<file path="src/rtl/imm_gen_pipe_if.sv">
// Handshake bundle for the immediate generator pipe: instruction input side,
// decoded output side and illegal-opcode counter control.
interface imm_gen_pipe_if #(
  parameter int XLEN  = 32,
  parameter int TAG_W = 32,
  parameter int CNT_W = 8
);
  logic             in_valid;
  logic             in_ready;
  logic [31:0]      in_inst;
  logic [TAG_W-1:0] in_tag;
  logic             out_valid;
  logic             out_ready;
  logic [XLEN-1:0]  out_imm;
  logic [2:0]       out_fmt;
  logic             out_illegal;
  logic [TAG_W-1:0] out_tag;
  logic             cnt_clr;
  logic [CNT_W-1:0] illegal_count;

  modport slave (
    input  in_valid, in_inst, in_tag, out_ready, cnt_clr,
    output in_ready, out_valid, out_imm, out_fmt, out_illegal, out_tag, illegal_count
  );

  modport master (
    output in_valid, in_inst, in_tag, out_ready, cnt_clr,
    input  in_ready, out_valid, out_imm, out_fmt, out_illegal, out_tag, illegal_count
  );
endinterface

</file>
<file path="src/rtl/imm_gen_pipe.sv">
// RISC-V immediate generator: opcode-driven format decode and sign extension,
// registered behind a valid/ready handshake with a one-entry skid buffer.
//
// state    | meaning
// ST_EMPTY | OUT and SKID both empty
// ST_OUT   | OUT holds an entry, SKID empty
// ST_FULL  | OUT and SKID both hold entries; input stalled
module imm_gen_pipe #(
  parameter int XLEN  = 32,
  parameter int TAG_W = 32,
  parameter int CNT_W = 8
) (
  input  logic            clk,
  input  logic            rst,
  imm_gen_pipe_if.slave   bus
);

  typedef enum logic [1:0] {ST_EMPTY, ST_OUT, ST_FULL} state_e;

  state_e           state_q, state_d;
  logic             in_ready_q;
  logic [CNT_W-1:0] cnt_q, cnt_d;

  logic [XLEN-1:0]  out_imm_q, skid_imm_q;
  logic [2:0]       out_fmt_q, skid_fmt_q;
  logic             out_ill_q, skid_ill_q;
  logic [TAG_W-1:0] out_tag_q, skid_tag_q;

  logic [31:0]      inst;
  logic [31:0]      imm32;
  logic [XLEN-1:0]  dec_imm;
  logic [2:0]       dec_fmt;
  logic             dec_ill;
  logic             accept;
  logic             load_out, load_skid, move_skid;

  assign inst = bus.in_inst;

  always_comb begin
    imm32   = 32'd0;
    dec_fmt = 3'd7;
    dec_ill = 1'b1;
    unique case (inst[6:0])
      7'b0000011, 7'b0010011, 7'b0011011, 7'b1100111, 7'b1110011: begin
        dec_fmt = 3'd1;
        dec_ill = 1'b0;
        imm32   = {{20{inst[31]}}, inst[31:20]};
      end
      7'b0100011: begin
        dec_fmt = 3'd2;
        dec_ill = 1'b0;
        imm32   = {{20{inst[31]}}, inst[31:25], inst[11:7]};
      end
      7'b1100011: begin
        dec_fmt = 3'd3;
        dec_ill = 1'b0;
        imm32   = {{19{inst[31]}}, inst[31], inst[7], inst[30:25], inst[11:8], 1'b0};
      end
      7'b0110111, 7'b0010111: begin
        dec_fmt = 3'd4;
        dec_ill = 1'b0;
        imm32   = {inst[31:12], 12'b0};
      end
      7'b1101111: begin
        dec_fmt = 3'd5;
        dec_ill = 1'b0;
        imm32   = {{11{inst[31]}}, inst[31], inst[19:12], inst[20], inst[30:21], 1'b0};
      end
      7'b0110011, 7'b0111011: begin
        dec_fmt = 3'd0;
        dec_ill = 1'b0;
      end
      default: ;
    endcase
  end

  // All formats are already sign-extended to 32 bits; widen to XLEN by bit 31.
  assign dec_imm = XLEN'($signed(imm32));

  assign accept = bus.in_valid && in_ready_q;

  always_comb begin
    state_d   = state_q;
    load_out  = 1'b0;
    load_skid = 1'b0;
    move_skid = 1'b0;
    unique case (state_q)
      ST_EMPTY: begin
        if (accept) begin
          load_out = 1'b1;
          state_d  = ST_OUT;
        end
      end
      ST_OUT: begin
        if (bus.out_ready) begin
          if (accept) load_out = 1'b1;
          else        state_d  = ST_EMPTY;
        end else if (accept) begin
          load_skid = 1'b1;
          state_d   = ST_FULL;
        end
      end
      ST_FULL: begin
        if (bus.out_ready) begin
          move_skid = 1'b1;
          state_d   = ST_OUT;
        end
      end
      default: state_d = ST_EMPTY;
    endcase
  end

  always_comb begin
    cnt_d = cnt_q;
    if (bus.cnt_clr)                                cnt_d = '0;
    else if (accept && dec_ill && (cnt_q != '1))    cnt_d = cnt_q + CNT_W'(1);
  end

  always_ff @(posedge clk or posedge rst) begin
    if (rst) begin
      state_q    <= ST_EMPTY;
      in_ready_q <= 1'b1;
      cnt_q      <= '0;
    end else begin
      state_q    <= state_d;
      in_ready_q <= (state_d != ST_FULL);
      cnt_q      <= cnt_d;
    end
  end

  always_ff @(posedge clk or posedge rst) begin
    if (rst) begin
      out_imm_q  <= '0;
      out_fmt_q  <= '0;
      out_ill_q  <= 1'b0;
      out_tag_q  <= '0;
      skid_imm_q <= '0;
      skid_fmt_q <= '0;
      skid_ill_q <= 1'b0;
      skid_tag_q <= '0;
    end else begin
      if (load_out) begin
        out_imm_q <= dec_imm;
        out_fmt_q <= dec_fmt;
        out_ill_q <= dec_ill;
        out_tag_q <= bus.in_tag;
      end else if (move_skid) begin
        out_imm_q <= skid_imm_q;
        out_fmt_q <= skid_fmt_q;
        out_ill_q <= skid_ill_q;
        out_tag_q <= skid_tag_q;
      end
      if (load_skid) begin
        skid_imm_q <= dec_imm;
        skid_fmt_q <= dec_fmt;
        skid_ill_q <= dec_ill;
        skid_tag_q <= bus.in_tag;
      end
    end
  end

  assign bus.in_ready      = in_ready_q;
  assign bus.out_valid     = (state_q != ST_EMPTY);
  assign bus.out_imm       = out_imm_q;
  assign bus.out_fmt       = out_fmt_q;
  assign bus.out_illegal   = out_ill_q;
  assign bus.out_tag       = out_tag_q;
  assign bus.illegal_count = cnt_q;

endmodule
</file>
<file path="src/flat_wrapper.sv">
// flat-port wrapper written by rule: the top's interface ports become plain ports
module imm_gen_pipe_flat 
#(
  parameter int XLEN  = 32,
  parameter int TAG_W = 32,
  parameter int CNT_W = 8
)
  (clk, rst, bus_in_valid, bus_in_inst, bus_in_tag, bus_out_ready, bus_cnt_clr, bus_in_ready, bus_out_valid, bus_out_imm, bus_out_fmt, bus_out_illegal, bus_out_tag, bus_illegal_count);
  imm_gen_pipe_if #(.XLEN(XLEN), .TAG_W(TAG_W), .CNT_W(CNT_W)) bus_i ();
  input  logic clk;
  input  logic rst;
  input wire logic [$bits(bus_i.in_valid)-1:0] bus_in_valid;
  input wire logic [$bits(bus_i.in_inst)-1:0] bus_in_inst;
  input wire logic [$bits(bus_i.in_tag)-1:0] bus_in_tag;
  input wire logic [$bits(bus_i.out_ready)-1:0] bus_out_ready;
  input wire logic [$bits(bus_i.cnt_clr)-1:0] bus_cnt_clr;
  output wire logic [$bits(bus_i.in_ready)-1:0] bus_in_ready;
  output wire logic [$bits(bus_i.out_valid)-1:0] bus_out_valid;
  output wire logic [$bits(bus_i.out_imm)-1:0] bus_out_imm;
  output wire logic [$bits(bus_i.out_fmt)-1:0] bus_out_fmt;
  output wire logic [$bits(bus_i.out_illegal)-1:0] bus_out_illegal;
  output wire logic [$bits(bus_i.out_tag)-1:0] bus_out_tag;
  output wire logic [$bits(bus_i.illegal_count)-1:0] bus_illegal_count;
  assign bus_i.in_valid = bus_in_valid;
  assign bus_i.in_inst = bus_in_inst;
  assign bus_i.in_tag = bus_in_tag;
  assign bus_i.out_ready = bus_out_ready;
  assign bus_i.cnt_clr = bus_cnt_clr;
  assign bus_in_ready = bus_i.in_ready;
  assign bus_out_valid = bus_i.out_valid;
  assign bus_out_imm = bus_i.out_imm;
  assign bus_out_fmt = bus_i.out_fmt;
  assign bus_out_illegal = bus_i.out_illegal;
  assign bus_out_tag = bus_i.out_tag;
  assign bus_illegal_count = bus_i.illegal_count;
  imm_gen_pipe #(.XLEN(XLEN), .TAG_W(TAG_W), .CNT_W(CNT_W)) u_core (.clk(clk), .rst(rst), .bus(bus_i));
endmodule
</file>
<file path="config.mk">
export PLATFORM = sky130hd
export DESIGN_NAME = imm_gen_pipe_flat
export DESIGN_NICKNAME = d
export VERILOG_FILES = /design/src/rtl/imm_gen_pipe_if.sv /design/src/rtl/imm_gen_pipe.sv /design/src/flat_wrapper.sv
export SDC_FILE = /design/constraint.sdc
export NUM_CORES = 1
export LEC_CHECK = 0
export BUFFER_PORTS_ARGS = -buffer_cell sky130_fd_sc_hd__buf_2
export CAP_MARGIN = 40
export CORE_ASPECT_RATIO = 0.8
export CORE_UTILIZATION = 55
export CTS_BUF_LIST = sky130_fd_sc_hd__clkbuf_8
export CTS_CLUSTER_SIZE = 24
export DETAILED_ROUTE_END_ITERATION = 12
export HOLD_SLACK_MARGIN = 0.15
export PLACE_DENSITY = 0.81
export RECOVER_POWER = 25
export SLEW_MARGIN = 15
export SYNTH_ARGS = -nofsm -noshare
export SYNTH_HDL_FRONTEND = slang
export SYNTH_SLANG_ARGS = --single-unit
</file>
<file path="constraint.sdc">
create_clock -name clk -period 5.3 [get_ports clk]
set_clock_uncertainty 0.15 [all_clocks]
set_input_delay 0.53 -clock clk [delete_from_list [all_inputs] [get_ports clk]]
set_output_delay 0.53 -clock clk [all_outputs]
set_load 0.05 [all_outputs]
</file>
==> impl_metrics.yaml <==
status:
  outcome: "finished, violations left"
  violations: "DRC"
clock_tree:
  clock_path_buffers: 2
  clkTransAtPathRegs_ps: 80
  cts.sinks: 147
  cts_root_buf: "clkbuf_8"
  cts_resized: 0
  clk_latency_ps: 450
  cts_buffers: 17
  ctsHtreeMaxLevel: 4
  cts_tree: "done"
timing:
  worst_pin_slew_ps: 1120
  fmax_ghz: 0.374
  hold_ws_ps: 165
  finalSetupViolCount: 0
  hold_viol: 0
  fin_crit_sh: 0.504
  rsz0062_at_grt: "no"
  slew_headroom: 0.249
  slew_viol_final: 0
  tns_ps: 0
  min_period_ps: 2670
global_routing:
  grt_pass1_vias: 5872
  antenna_found_initial: 0
  overflow: 0
  grt_pass1_wl_um: 28100
  grt_usage: 0.284
  grt_max_degree: 83
synth:
  yosysUniqueCellTypes: 57
  yosysMostFrequentCell: "nand2_1"
  ys_async_sr_fraction: 1.00
  synth_top_area_frac: 0.545
  synthTopCellsByArea: "dfrtp_1, nand2_1, nor2_1, a21oi_1, a31oi_1"
  synth_flop_cell: "dfrtp_1"
  syn_area_per_cell_um2: 9.10
  synth_edf_count: 0
  yosys_warnings: 0
  netlist_instances: 736
  syn-cell-area_mm2: 0.00670
  yosysTopAreaCell: "dfrtp_1"
  ys_ff_latch: 147
  seq_area_frac_synth: 0.549
  syn-num-nets: 806
  yosys-top-cells-count: "nand2_1, dfrtp_1, nor2_1"
drt:
  ant_nets: 0
  finalWirelength_um: 17100
  vias: 6067
  avgViaCountPerCell: 5.81
  drtIter0Drc: 486
  first_pass_iters: 9
  wl_per_cell_um: 16.4
  drcViolationCount: 10
worst_setup_path:
  worstRegToRegCells: 6
  r2r_end: "u_core.bus.out_fmt[0]$_DFFE_PP0P_"
  crit_required_ps: 5510
  worstSetupStartpoint: "u_core.bus.in_ready$_DFF_PP1_"
  r2r_start: "u_core.bus.in_ready$_DFF_PP1_"
  path_class: "reg -> reg"
  endpoint_kind: "flip-flop"
  critPathLaunchType: "flip-flop"
  endpoint: "u_core.bus.out_fmt[0]$_DFFE_PP0P_"
  worst-r2r-setup-slack_ps: 2630
  cp_max_fo: 52
  critPathArrivalTime_ps: 2880
placed_design:
  numPortBuffers: 146
  gp_congestion: 0.913
  dp_hpwl_um: 11200
power:
  pwr-share-clk: 0.190
  sw_frac_of_total: 0.460
  p_seq_frac: 0.371
  powerDensity_mw_per_mm2: 607
  p_int_mw: 2.70
  pwr-share-comb: 0.439
  ir_worst_vdd_mv: 0.424
  power.leakage_nw: 3.91
  p_sw_mw: 2.30
  total_power_mw: 5.00
die:
  core_region_area_mm2: 0.0117
  start_util: 0.573
  die_h_um: 101
  die_x_um: 125
  rows: 35
  ios: 147
  die-area_mm2: 0.0126
cells_and_area:
  layout-drive-gt1-share: 0.239
  fin_nets: 954
  utilization: 0.704
  antenna_cells: 0
  syn_to_final_growth_pct: 22.9
  nFillCells: 854
worst_hold_path:
  hold_path_class: "in -> reg"
run:
  drv_cap: 0
-- what timing repair did --
action | CTS | global route
buffers inserted | 0 | 0
hold buffers | 24 | 0
endpoints found under the setup margin | 0 | 0
endpoints found under the hold margin | 47 | 0
-- worst min-delay path by stage --
stage / from / endpoint / cells after the start
3_5_place_dp: u_core.skid_tag_q[20]$_DFFE_PP0P_ / u_core.skid_tag_q[20]$_DFFE_PP0P_ / 2
3_3_place_gp: u_core.skid_tag_q[0]$_DFFE_PP0P_ / u_core.skid_tag_q[0]$_DFFE_PP0P_ / 2
6_report: bus_in_tag[1] / u_core.skid_tag_q[1]$_DFFE_PP0P_ / 3
2_1_floorplan: u_core.skid_tag_q[0]$_DFFE_PP0P_ / u_core.skid_tag_q[0]$_DFFE_PP0P_ / 2
5_1_grt: bus_in_tag[8] / u_core.skid_tag_q[8]$_DFFE_PP0P_ / 3
4_1_cts: bus_in_tag[8] / u_core.skid_tag_q[8]$_DFFE_PP0P_ / 3
-- final cells by class --
| class | instances | area (µm²) | share of cell area |
|---|---|---|---|
| clock buffers | 23 | 317 | 0.0384 |
| repair buffers | 180 | 1120 | 0.136 |
| multi-input cells | 527 | 2760 | 0.336 |
| well taps | 148 | 185 | 0.0225 |
| clock inverters | 9 | 125 | 0.0152 |
| flip-flops and latches | 147 | 3680 | 0.447 |
| inverters | 11 | 42.5 | 0.00517 |
-- placed cells by master, fill, tap and decap left out, drive strengths merged, types with 5 or more instances in the layout --
master and n:
clkbuf 24, a21oi 44, dfrtp 146, dlygate4sd3 24
nor2 91, a22oi 5, nand2 199, o21ai 18
a22o 6, a221o 5, a211oi 19, a31oi 36
nand3 7, nand4b 7, o31ai 8, nand2b 5
nor3 23, inv 11, o211ai 5, buf 155
-- worst max-delay path, stage by stage (launching register included) --
cell     delay, ps
dfstp_1        560
nand2_1        120
or2_1          310
o21ai_4        550
buf_4          550
o21ai_0        150
o21ai_0        180
-- per-layer routing --
| layer | part of all wire | vias to the layer above | wire [µm] | global-route usage |
|---|---|---|---|---|
| li1 | - | 2826 | - | - |
| met4 | 0.020 | 0 | 334 | 0.106 |
| met1 | 0.44 | 2936 | 7540 | 0.385 |
| met5 | 0 | - | 0 | 0 |
| met2 | 0.46 | 270 | 7840 | 0.446 |
| met3 | 0.081 | 35 | 1390 | 0.0701 |
-- registers in the layout (all words and copies together), names as in the netlist --
name                      count
u_core.bus.out_fmt            3
u_core.bus.out_tag           32
u_core.bus.out_illegal        1
u_core.bus.illegal_count      8
u_core.skid_imm_q            32
u_core.skid_ill_q             1
u_core.bus.out_imm           32
u_core.skid_tag_q            32
u_core.bus.in_ready           1
u_core.state_q                2
u_core.skid_fmt_q             3
-- cells by family after synthesis --
group           synth area share
xor+xnor                 0.00131
mux                      0.00672
buf+inv                   0.0435
simple gates               0.231
fa+ha+maj                0.00336
flops                      0.549
compound gates             0.165
-- stage by stage --
stage	setup slack [ps]	cells	instance area [µm²]
floorplan	670	736	6700
global placement	2340	984	7440
detailed placement	2600	989	7560
CTS	2690	1045	8240
global route	2400	1045	8240
finish	2630	1045	8240
-- power groups by stage --
stage,registers (mW),logic [mW],clock network [mW]
after detailed placement,1.86,2.17,0
after global routing,1.90,2.35,1.01
after global placement,1.83,2.08,0
after floorplan,2.67,0.807,0
final,1.85,2.19,0.950
after CTS,1.84,2.19,0.958
(Power assumes the default switching activity.)
